### config.mk
export PLATFORM = sky130hd
export DESIGN_NAME = fadd_pipe_flat
export DESIGN_NICKNAME = d
export VERILOG_FILES = /design/src/rtl/fadd_pipe_if.sv /design/src/rtl/fadd_pipe.sv /design/src/flat_wrapper.sv
export SDC_FILE = /design/constraint.sdc
export NUM_CORES = 1
export LEC_CHECK = 0
export ABC_AREA = 1
export CAP_MARGIN = 20
export CORE_AREA = 2 2 188 190
export DETAILED_ROUTE_END_ITERATION = 12
export DIE_AREA = 0 0 190 192
export HOLD_SLACK_MARGIN = 0.03
export PLACE_DENSITY = 0.79
export SETUP_SLACK_MARGIN = 0.4
export SLEW_MARGIN = 20
export SYNTH_ARGS = -nofsm -noshare
export SYNTH_HDL_FRONTEND = slang
export SYNTH_SLANG_ARGS = --single-unit
### constraint.sdc
create_clock -name clk -period 12.3 [get_ports clk]
set_input_delay 1.845 -clock clk [delete_from_list [all_inputs] [get_ports clk]]
set_output_delay 1.845 -clock clk [all_outputs]
set_load 0.05 [all_outputs]
### src/rtl/fadd_pipe_if.sv
// fadd_pipe_if: operand/result valid-ready bundle for fadd_pipe.
// The sub bit exists only when FADD_PIPE_SUB_EN is defined.
interface fadd_pipe_if #(
   parameter int W = 32
);
   logic in_valid, in_ready, out_valid, out_ready, ovf;
   logic [W-1:0] a, b, res;
`ifdef FADD_PIPE_SUB_EN
   logic sub;
   modport master(output in_valid, a, b, sub, out_ready, input in_ready, out_valid, res, ovf);
   modport slave(input in_valid, a, b, sub, out_ready, output in_ready, out_valid, res, ovf);
`else
   modport master(output in_valid, a, b, out_ready, input in_ready, out_valid, res, ovf);
   modport slave(input in_valid, a, b, out_ready, output in_ready, out_valid, res, ovf);
`endif
endinterface

### src/rtl/fadd_pipe.sv
// fadd_pipe: 3-stage pipelined IEEE-754 adder (align / add+normalise / round-to-nearest-even+pack).
// Defining FADD_PIPE_SUB_EN adds io.sub, which computes a-b by flipping b's sign up front.
module fadd_pipe #(
   parameter int EXP_W = 8,
   parameter int MAN_W = 23
) (
   input logic clk,
   input logic rst_n,
   fadd_pipe_if.slave io
);
   localparam int W = EXP_W + MAN_W + 1;
   localparam int F = MAN_W + 4;
   localparam logic [EXP_W-1:0] EMAX = '1;
   localparam logic [W-1:0] QBIT = {{(EXP_W + 1){1'b0}}, 1'b1, {(MAN_W - 1){1'b0}}};
   localparam logic [W-1:0] DNAN = {1'b1, EMAX, 1'b1, {(MAN_W - 1){1'b0}}};
   logic adv, v1, v2, v3;
   assign adv = !v3 || io.out_ready;
   assign io.in_ready = adv;
   assign io.out_valid = v3;
   logic a_s, b_s, a_nan, b_nan, a_inf, b_inf, swap;
   logic [EXP_W-1:0] a_e, b_e, l_e, s_e, le, se, d;
   logic [MAN_W-1:0] a_m, b_m;
   logic [F-1:0] l_f, s_f, s_al;
   logic [W-1:0] sp_val;
   always_comb begin
      a_s = io.a[W-1];
`ifdef FADD_PIPE_SUB_EN
      b_s = io.b[W-1] ^ io.sub;
`else
      b_s = io.b[W-1];
`endif
      a_e = io.a[W-2:MAN_W];
      b_e = io.b[W-2:MAN_W];
      a_m = io.a[MAN_W-1:0];
      b_m = io.b[MAN_W-1:0];
      a_nan = &a_e && |a_m;
      b_nan = &b_e && |b_m;
      a_inf = &a_e && !(|a_m);
      b_inf = &b_e && !(|b_m);
      sp_val = b_nan ? io.b | QBIT : a_nan ? io.a | QBIT :
               (a_inf && b_inf && a_s != b_s) ? DNAN : a_inf ? io.a : {b_s, io.b[W-2:0]};
      swap = {b_e, b_m} > {a_e, a_m};
      l_e = swap ? b_e : a_e;
      s_e = swap ? a_e : b_e;
      le = l_e | {{(EXP_W - 1){1'b0}}, ~|l_e};
      se = s_e | {{(EXP_W - 1){1'b0}}, ~|s_e};
      d = le - se;
      l_f = {|l_e, swap ? b_m : a_m, 3'b000};
      s_f = {|s_e, swap ? a_m : b_m, 3'b000};
      // bits pushed below the sticky position are folded into it
      s_al = (int'(d) >= MAN_W + 3) ? {{(F - 1){1'b0}}, |s_f} :
             (s_f >> d) | {{(F - 1){1'b0}}, |(s_f & ~({F{1'b1}} << d))};
   end
   logic s1_spec, s1_sign, s1_op, s1_zs;
   logic [W-1:0] s1_sp;
   logic [EXP_W-1:0] s1_e;
   logic [F-1:0] s1_l, s1_s;
   logic [F:0] sum;
   logic [F-1:0] n2;
   logic [EXP_W-1:0] e2;
   int lz, sh;
   always_comb begin
      sum = s1_op ? {1'b0, s1_l} - {1'b0, s1_s} : {1'b0, s1_l} + {1'b0, s1_s};
      lz = F;
      for (int i = 0; i < F; i++) lz = sum[i] ? F - 1 - i : lz;
      // left shift never takes the exponent below 1; what remains is denormal
      sh = lz < int'(s1_e) - 1 ? lz : int'(s1_e) - 1;
      n2 = sum[F] ? {sum[F:2], |sum[1:0]} : sum[F-1:0] << sh;
      e2 = sum[F] ? s1_e + 1'b1 : s1_e - EXP_W'(sh);
   end
   logic s2_spec, s2_sign;
   logic [W-1:0] s2_sp;
   logic [EXP_W-1:0] s2_e;
   logic [F-1:0] s2_m;
   logic rnd, inf;
   logic [MAN_W+1:0] rm;
   logic [MAN_W:0] mant;
   logic [EXP_W:0] e3;
   always_comb begin
      rnd = s2_m[2] && (s2_m[1] || s2_m[0] || s2_m[3]);
      rm = {1'b0, s2_m[F-1:3]} + {{(MAN_W + 1){1'b0}}, rnd};
      mant = rm[MAN_W+1] ? rm[MAN_W+1:1] : rm[MAN_W:0];
      e3 = {1'b0, s2_e} + {{EXP_W{1'b0}}, rm[MAN_W+1]};
      inf = e3 >= {1'b0, EMAX};
   end
   always_ff @(posedge clk)
      if (adv) begin
         s1_spec <= &a_e | &b_e;
         s1_sp <= sp_val;
         s1_sign <= swap ? b_s : a_s;
         s1_op <= a_s ^ b_s;
         s1_zs <= a_s & b_s;
         s1_e <= le;
         s1_l <= l_f;
         s1_s <= s_al;
         s2_spec <= s1_spec;
         s2_sp <= s1_sp;
         s2_sign <= |sum ? s1_sign : s1_zs;
         s2_e <= e2;
         s2_m <= n2;
      end
   always_ff @(posedge clk or negedge rst_n)
      if (!rst_n) begin
         v1 <= 1'b0;
         v2 <= 1'b0;
         v3 <= 1'b0;
         io.res <= '0;
         io.ovf <= 1'b0;
      end else if (adv) begin
         v1 <= io.in_valid;
         v2 <= v1;
         v3 <= v2;
         io.res <= s2_spec ? s2_sp : inf ? {s2_sign, EMAX, {MAN_W{1'b0}}} :
                   {s2_sign, e3[EXP_W-1:0] & {EXP_W{mant[MAN_W]}}, mant[MAN_W-1:0]};
         io.ovf <= !s2_spec && inf;
      end
endmodule

### src/flat_wrapper.sv
// flat-port wrapper written by rule: the top's interface ports become plain ports
module fadd_pipe_flat 
#(
   parameter int EXP_W = 8,
   parameter int MAN_W = 23
)
  (clk, rst_n, io_in_valid, io_a, io_b, io_out_ready, io_in_ready, io_out_valid, io_res, io_ovf);
  fadd_pipe_if #(.W(32)) io_i ();
  input logic clk;
  input logic rst_n;
  input wire logic [$bits(io_i.in_valid)-1:0] io_in_valid;
  input wire logic [$bits(io_i.a)-1:0] io_a;
  input wire logic [$bits(io_i.b)-1:0] io_b;
  input wire logic [$bits(io_i.out_ready)-1:0] io_out_ready;
  output wire logic [$bits(io_i.in_ready)-1:0] io_in_ready;
  output wire logic [$bits(io_i.out_valid)-1:0] io_out_valid;
  output wire logic [$bits(io_i.res)-1:0] io_res;
  output wire logic [$bits(io_i.ovf)-1:0] io_ovf;
  assign io_i.in_valid = io_in_valid;
  assign io_i.a = io_a;
  assign io_i.b = io_b;
  assign io_i.out_ready = io_out_ready;
  assign io_in_ready = io_i.in_ready;
  assign io_out_valid = io_i.out_valid;
  assign io_res = io_i.res;
  assign io_ovf = io_i.ovf;
  fadd_pipe #(.EXP_W(EXP_W), .MAN_W(MAN_W)) u_core (.clk(clk), .rst_n(rst_n), .io(io_i));
endmodule
# Word level (Yosys, flattened, before mapping)
# Cells that the tools add are included.
[totals] ff_bits=200 in_bits=68 output_inout_bits=35 elab_cells=119
[classes] n_addsub=8 n_lt_le_gt_ge=4 n_eq_ne=1 n_shift=3 n_mux=45 n_bitwise=9 n_reduce_logical=28
[op_table] op="32-bit two-way mux" n=32
[op_table] op="23-bit two-way mux" n=2
[op_table] op="23-bit OR reduction" n=2
[op_table] op="32-bit less-than comparator" n=1
[op_table] op="27-bit by 32-bit left shift with 27-bit output" n=1
[op_table] op="31-bit greater-than comparator" n=1
[op_table] op="31-bit two-way mux" n=1
[op_table] op="31-bit OR reduction" n=1
[op_table] op="27-bit by 27-bit adder with 28-bit output" n=1
[op_table] op="28-bit two-way mux" n=1
[op_table] op="28-bit OR reduction" n=1
[op_table] op="27-bit by 27-bit subtractor with 28-bit output" n=1
[op_table] op="27-bit AND" n=1
[op_table] op="27-bit inverter" n=1
[op_table] op="27-bit by 1-bit bitwise OR with 27-bit output" n=1
[op_table] op="27-bit OR reduction" n=1
[op_table] op="27-bit by 8-bit left shift with 27-bit output (first input constant)" n=1
[op_table] op="27-bit by 8-bit >> shifter with 27-bit output" n=1
[op_table] op="26-bit two-way mux" n=1
[op_table] op="24-bit by 1-bit adder with 25-bit output" n=1
[op_table] op="24-bit two-way mux" n=1
[op_table] op="8-bit two-way mux" n=3
[op_table] op="8-bit by 1-bit bitwise OR with 8-bit output" n=2
[op_table] op="8-bit AND reduction" n=2
[op_table] op="other kinds (18)" n=37

# Depth between registers and ports, before layout
[logic_depth] word_depth=33 mapped_depth=56 mapped_depth_nobuf=55

# Worst setup path after synthesis
# Ideal clock, no wire load.
[synth_timing] path_kind="input -> output" startpoint="input port io_out_ready" endpoint="output port io_in_ready" arrival_time_ps=7231 slack_ps=3224 stages=4 n_path_buf=2 cell_sequence="nor2_1 -> clkbuf_1 -> inv_1 -> clkbuf_1"
[synth_via] elab_chain_len=1
[synth_rtl] element="start: declaration" line="flat_wrapper.sv:14" text="input wire logic [$bits(io_i.out_ready)-1:0] io_out_ready;"
[synth_rtl] element="1-bit logical OR" line="fadd_pipe.sv:17" text="assign adv = !v3 || io.out_ready;"
[synth_rtl] element="end: declaration" line="flat_wrapper.sv:15" text="output wire logic [$bits(io_i.in_ready)-1:0] io_in_ready;"
# Every way passes these cells.

# Worst setup path after layout
[layout_timing] startpoint="input port io_a[27]" endpoint="register u_core.s1_s[3] (data pin)"
[layout_via] elab_chain_len=8 word_cells_on_any_way=14
[layout_rtl] element="start: declaration" line="flat_wrapper.sv:12" text="input wire logic [$bits(io_i.a)-1:0] io_a;"
[layout_rtl] element="31-bit greater-than comparator" line="fadd_pipe.sv:42" text="swap = {b_e, b_m} > {a_e, a_m};"
[layout_rtl] element="8-bit two-way mux (on tied branches)" line="fadd_pipe.sv:43, fadd_pipe.sv:44"
[layout_rtl] element="8-bit OR reduction (on tied branches)" line="fadd_pipe.sv:45, fadd_pipe.sv:46, fadd_pipe.sv:49"
[layout_rtl] element="1-bit zero test (on tied branches)" line="fadd_pipe.sv:45, fadd_pipe.sv:46"
[layout_rtl] element="8-bit by 1-bit bitwise OR with 8-bit output (on tied branches)" line="fadd_pipe.sv:45, fadd_pipe.sv:46"
[layout_rtl] element="8-bit subtractor" line="fadd_pipe.sv:47" text="d = le - se;"
[layout_rtl] element="27-bit by 8-bit >> shifter with 27-bit output" line="fadd_pipe.sv:52" text="(s_f >> d) | {{(F - 1){1'b0}}, |(s_f & ~({F{1'b1}} << d))};"
[layout_rtl] element="27-bit by 1-bit bitwise OR with 27-bit output" line="fadd_pipe.sv:52"
[layout_rtl] element="end signal: assignment" line="fadd_pipe.sv:95" text="s1_s <= s_al;"
[layout_rtl] element="end: declaration" line="fadd_pipe.sv:57" text="logic [F-1:0] s1_l, s1_s;"
# Parallel ways exist; a longest one is shown, timed or not.
# A chain may end at the register's enable or synchronous reset.

==> impl_metrics.env <==
export IMPL_status="finished clean"
export IMPL_r2r_cells=45
export IMPL_drt_iter0_drc=2060
export IMPL_drive_gt1_frac=0.05227
export IMPL_nNetsFinal=2662
export IMPL_hold_start="u_core.s1_sp[10]"
export IMPL_grt_pass1_vias=15820
export IMPL_finalCritPeriodShare=0.6839
export IMPL_worstPathRequired_ns=12.50
export IMPL_start_kind="input pin"
export IMPL_critPathKind="in -> reg"
export IMPL_start_util=0.4980
export IMPL_grt_first_pass_wirelength_um=87950
export IMPL_synth_edf_count=164
export IMPL_grt_max_degree=95
export IMPL_min_period_ns=8.412
export IMPL_hold_class="reg -> reg"
export IMPL_root_buffer="clkbuf_16"
export IMPL_yosysUniqueCellTypes=61
export IMPL_cts_buffer_depth=2
export IMPL_synthArstFlopShare=0.1800
export IMPL_ys_ff_latch=200
export IMPL_worst_setup_path_end_kind="flop"
export IMPL_fillers=3201
export IMPL_p_total_w=0.004789
export IMPL_setup_viol=0
export IMPL_cts_hold_buf=0
export IMPL_globalRouteTotalUtil=0.3136
export IMPL_cp_max_fo=94
export IMPL_cts_tree="built"
export IMPL_cts_setup_buffers=0
export IMPL_hold_violations=0
export IMPL_rows=68
export IMPL_setup_tns_ns=0
export IMPL_place_congestion=1.053
export IMPL_rsz0062_at_grt="false"
export IMPL_wl_um=57400
export IMPL_final_cell_area_um2=18970
export IMPL_placedInstanceArea_um2=18340
export IMPL_port_buffers=102
export IMPL_syn_area_um2=17070
export IMPL_route_detailed_drc=0
export IMPL_syn_num_nets=2620
export IMPL_dp_hpwl_um=45170
export IMPL_core_um2=34290
export IMPL_post_route_util=0.5534
export IMPL_route_vias_total=17230
export IMPL_reg2reg_slack_ns=4.90
export IMPL_ir_drop_mv=0.1482
export IMPL_mostFrequentLayoutCells="nand2_1, inv_1, nand3_1"
export IMPL_io_pins=103
export IMPL_crit_arrival_ns=8.61
export IMPL_clock_latency_ns=0.45
export IMPL_maxCapViolations=0
export IMPL_cts_made_buffers=17
export IMPL_synth_area_per_cell_um2=6.966
export IMPL_skew_ns=0.01744
export IMPL_cts_resized=0
export IMPL_postSynthCellCount=2451
export IMPL_drtPass1Iterations=7
export IMPL_areaGrowthSynthToFinish_pct=11.13
export IMPL_vias_per_cell=5.820
export IMPL_globalRouteOverflowTotal=0
export IMPL_worstHoldEndpoint="u_core.s2_sp[10]"
export IMPL_clk_pin_slew_ns=0.08
export IMPL_htree_levels=4
export IMPL_worst_slew_pin_slew_ns=1.014
export IMPL_die_width_um=190
export IMPL_clock_sinks=200
export IMPL_drv_slew=0
export IMPL_synthFlopType="edfxtp_1"
export IMPL_p_leak_nw=8.865
export IMPL_layout_commonest_cell="nand2_1"
export IMPL_wire_per_inst_um=19.39
export IMPL_reg2reg_to="u_core.s2_e[7]"
export IMPL_antenna_found_initial=0
export IMPL_antenna_left=0
export IMPL_die_h_um=192
export IMPL_yosysWarnings=0
export IMPL_fp_dieArea_um2=36480
export IMPL_n_antenna_cell=0
export IMPL_slew_headroom=0.3224
export IMPL_clock_fmax_mhz=118.9
export IMPL_r2r_start="u_core.s1_l[5]"
export IMPL_power_density_nw_per_um2=252.4
export IMPL_hold_depth=0
export IMPL_ys_seq_area_frac=0.3412
-- stage by stage --
stage               setup slack, ns  hold WS, ns  instances
global route                  3.370       0.4190       2961
CTS                           3.723       0.4172       2961
global placement              3.330       0.4005       2929
floorplan                     3.224       0.4003       2451
detailed placement            3.318       0.4045       2929
finish                        3.888       0.4135       2961
-- layer usage --
layer / GRT usage / part of all wire / vias to the layer above / routed length [um]
met5: 0 / 0 / - / 0
met4: 0.1148 / 0.037 / 0 / 2146
met3: 0.05500 / 0.081 / 132 / 4629
met2: 0.5383 / 0.48 / 822 / 27530
met1: 0.3956 / 0.40 / 7981 / 23100
li1: - / - / 8299 / -
-- cell families after synthesis --
kind of cell	Yosys count	share of synthesized area
DFF	200	0.3412
xor gates and xnor gates	48	0.02462
AOI/OAI and AO/OA	464	0.1515
muxes	1	0.0006595
buffers and inverters	395	0.09343
and+or+nand+nor	1242	0.3137
adders and majority gates	101	0.07489
-- worst max-delay path: stages --
cell             delay [ns]
clkdlybuf4s50_1        0.51
inv_1                  0.07
ha_1                   0.37
inv_1                  0.11
nor4_1                 0.36
nand4_1                0.21
o41ai_4                0.28
buf_4                  0.67
nor2_1                 0.07
a2111oi_0              0.53
nand2_1                0.32
nand2_1                0.13
ha_1                   0.18
inv_1                  0.05
ha_1                   0.79
clkinv_1               0.84
nand3_1                0.32
o21ai_0                0.26
or2_2                  0.37
nand3_1                0.11
nand2_1                0.06
nand2_1                0.07
nor2_1                 0.05
-- worst max path at each step --
stage | from | to | slack (ns) | depth (start not counted)
2_1_floorplan | io_out_ready | io_in_ready | 3.22 | 4
3_3_place_gp | io_a[26] | u_core.s1_s[7] | 3.33 | 28
3_5_place_dp | io_a[26] | u_core.s1_s[7] | 3.32 | 28
4_1_cts | io_a[26] | u_core.s1_s[7] | 3.72 | 28
5_1_grt | io_a[26] | u_core.s1_s[3] | 3.37 | 22
6_report | io_a[27] | u_core.s1_s[3] | 3.89 | 23
-- area by class of cell --
cell class | instances | area, um2 | area share
Sequential cell | 200 | 5826 | 0.3070
Inverter | 297 | 1120 | 0.05902
Clock buffer | 17 | 425.4 | 0.02242
Timing Repair Buffer | 121 | 1164 | 0.06133
Multi-Input combinational cell | 1856 | 9663 | 0.5093
Clock inverter | 15 | 207.7 | 0.01095
Tap cell | 455 | 569.3 | 0.03000
-- report_power, final --
part / leakage [nW] / switching [W] / internal (W)
Clock: 0.306 / 0.000304 / 0.000285
Combinational: 6.45 / 0.00208 / 0.000920
Sequential: 2.11 / 0.000147 / 0.00105
Total: 8.86 / 0.00253 / 0.00225
-- cells in the mapped netlist, drive strengths merged, types with 3 or more instances --
library cell / instances / area [um2]
nand2: 683 / 2658
inv: 294 / 1104
nand3: 272 / 1376
o21ai: 219 / 1122
nor2: 188 / 725.7
a21oi: 169 / 868.3
edfxtp: 164 / 4925
ha: 99 / 1239
clkbuf: 56 / 211.5
buf: 42 / 269.0
xor2: 40 / 350.3
dfrtp: 36 / 900.9
nand4: 32 / 200.2
nor3: 24 / 120.1
nor4: 17 / 106.4
or2: 13 / 81.33
o211ai: 12 / 95.09
o22ai: 11 / 68.82
a31oi: 9 / 56.30
o21a: 8 / 61.31
xnor2: 8 / 70.07
a211oi: 7 / 52.55
a22oi: 7 / 52.55
and2: 7 / 46.30
a21boi: 3 / 33.78
a21o: 3 / 22.52
clkinv: 3 / 11.26
nand3b: 3 / 22.52
o2111ai: 3 / 26.28
o221ai: 3 / 26.28
o31ai: 3 / 22.52
-- registers in the layout, summed over array words and instances, names as in the netlist, 8 cells and up --
register and cells:
u_core.io.res 32, u_core.s2_e 8, u_core.s1_sp 32, u_core.s2_m 27
u_core.s1_s 27, u_core.s1_e 8, u_core.s2_sp 32, u_core.s1_l 24
No activity file was read; power rests on OpenSTA's default activity.
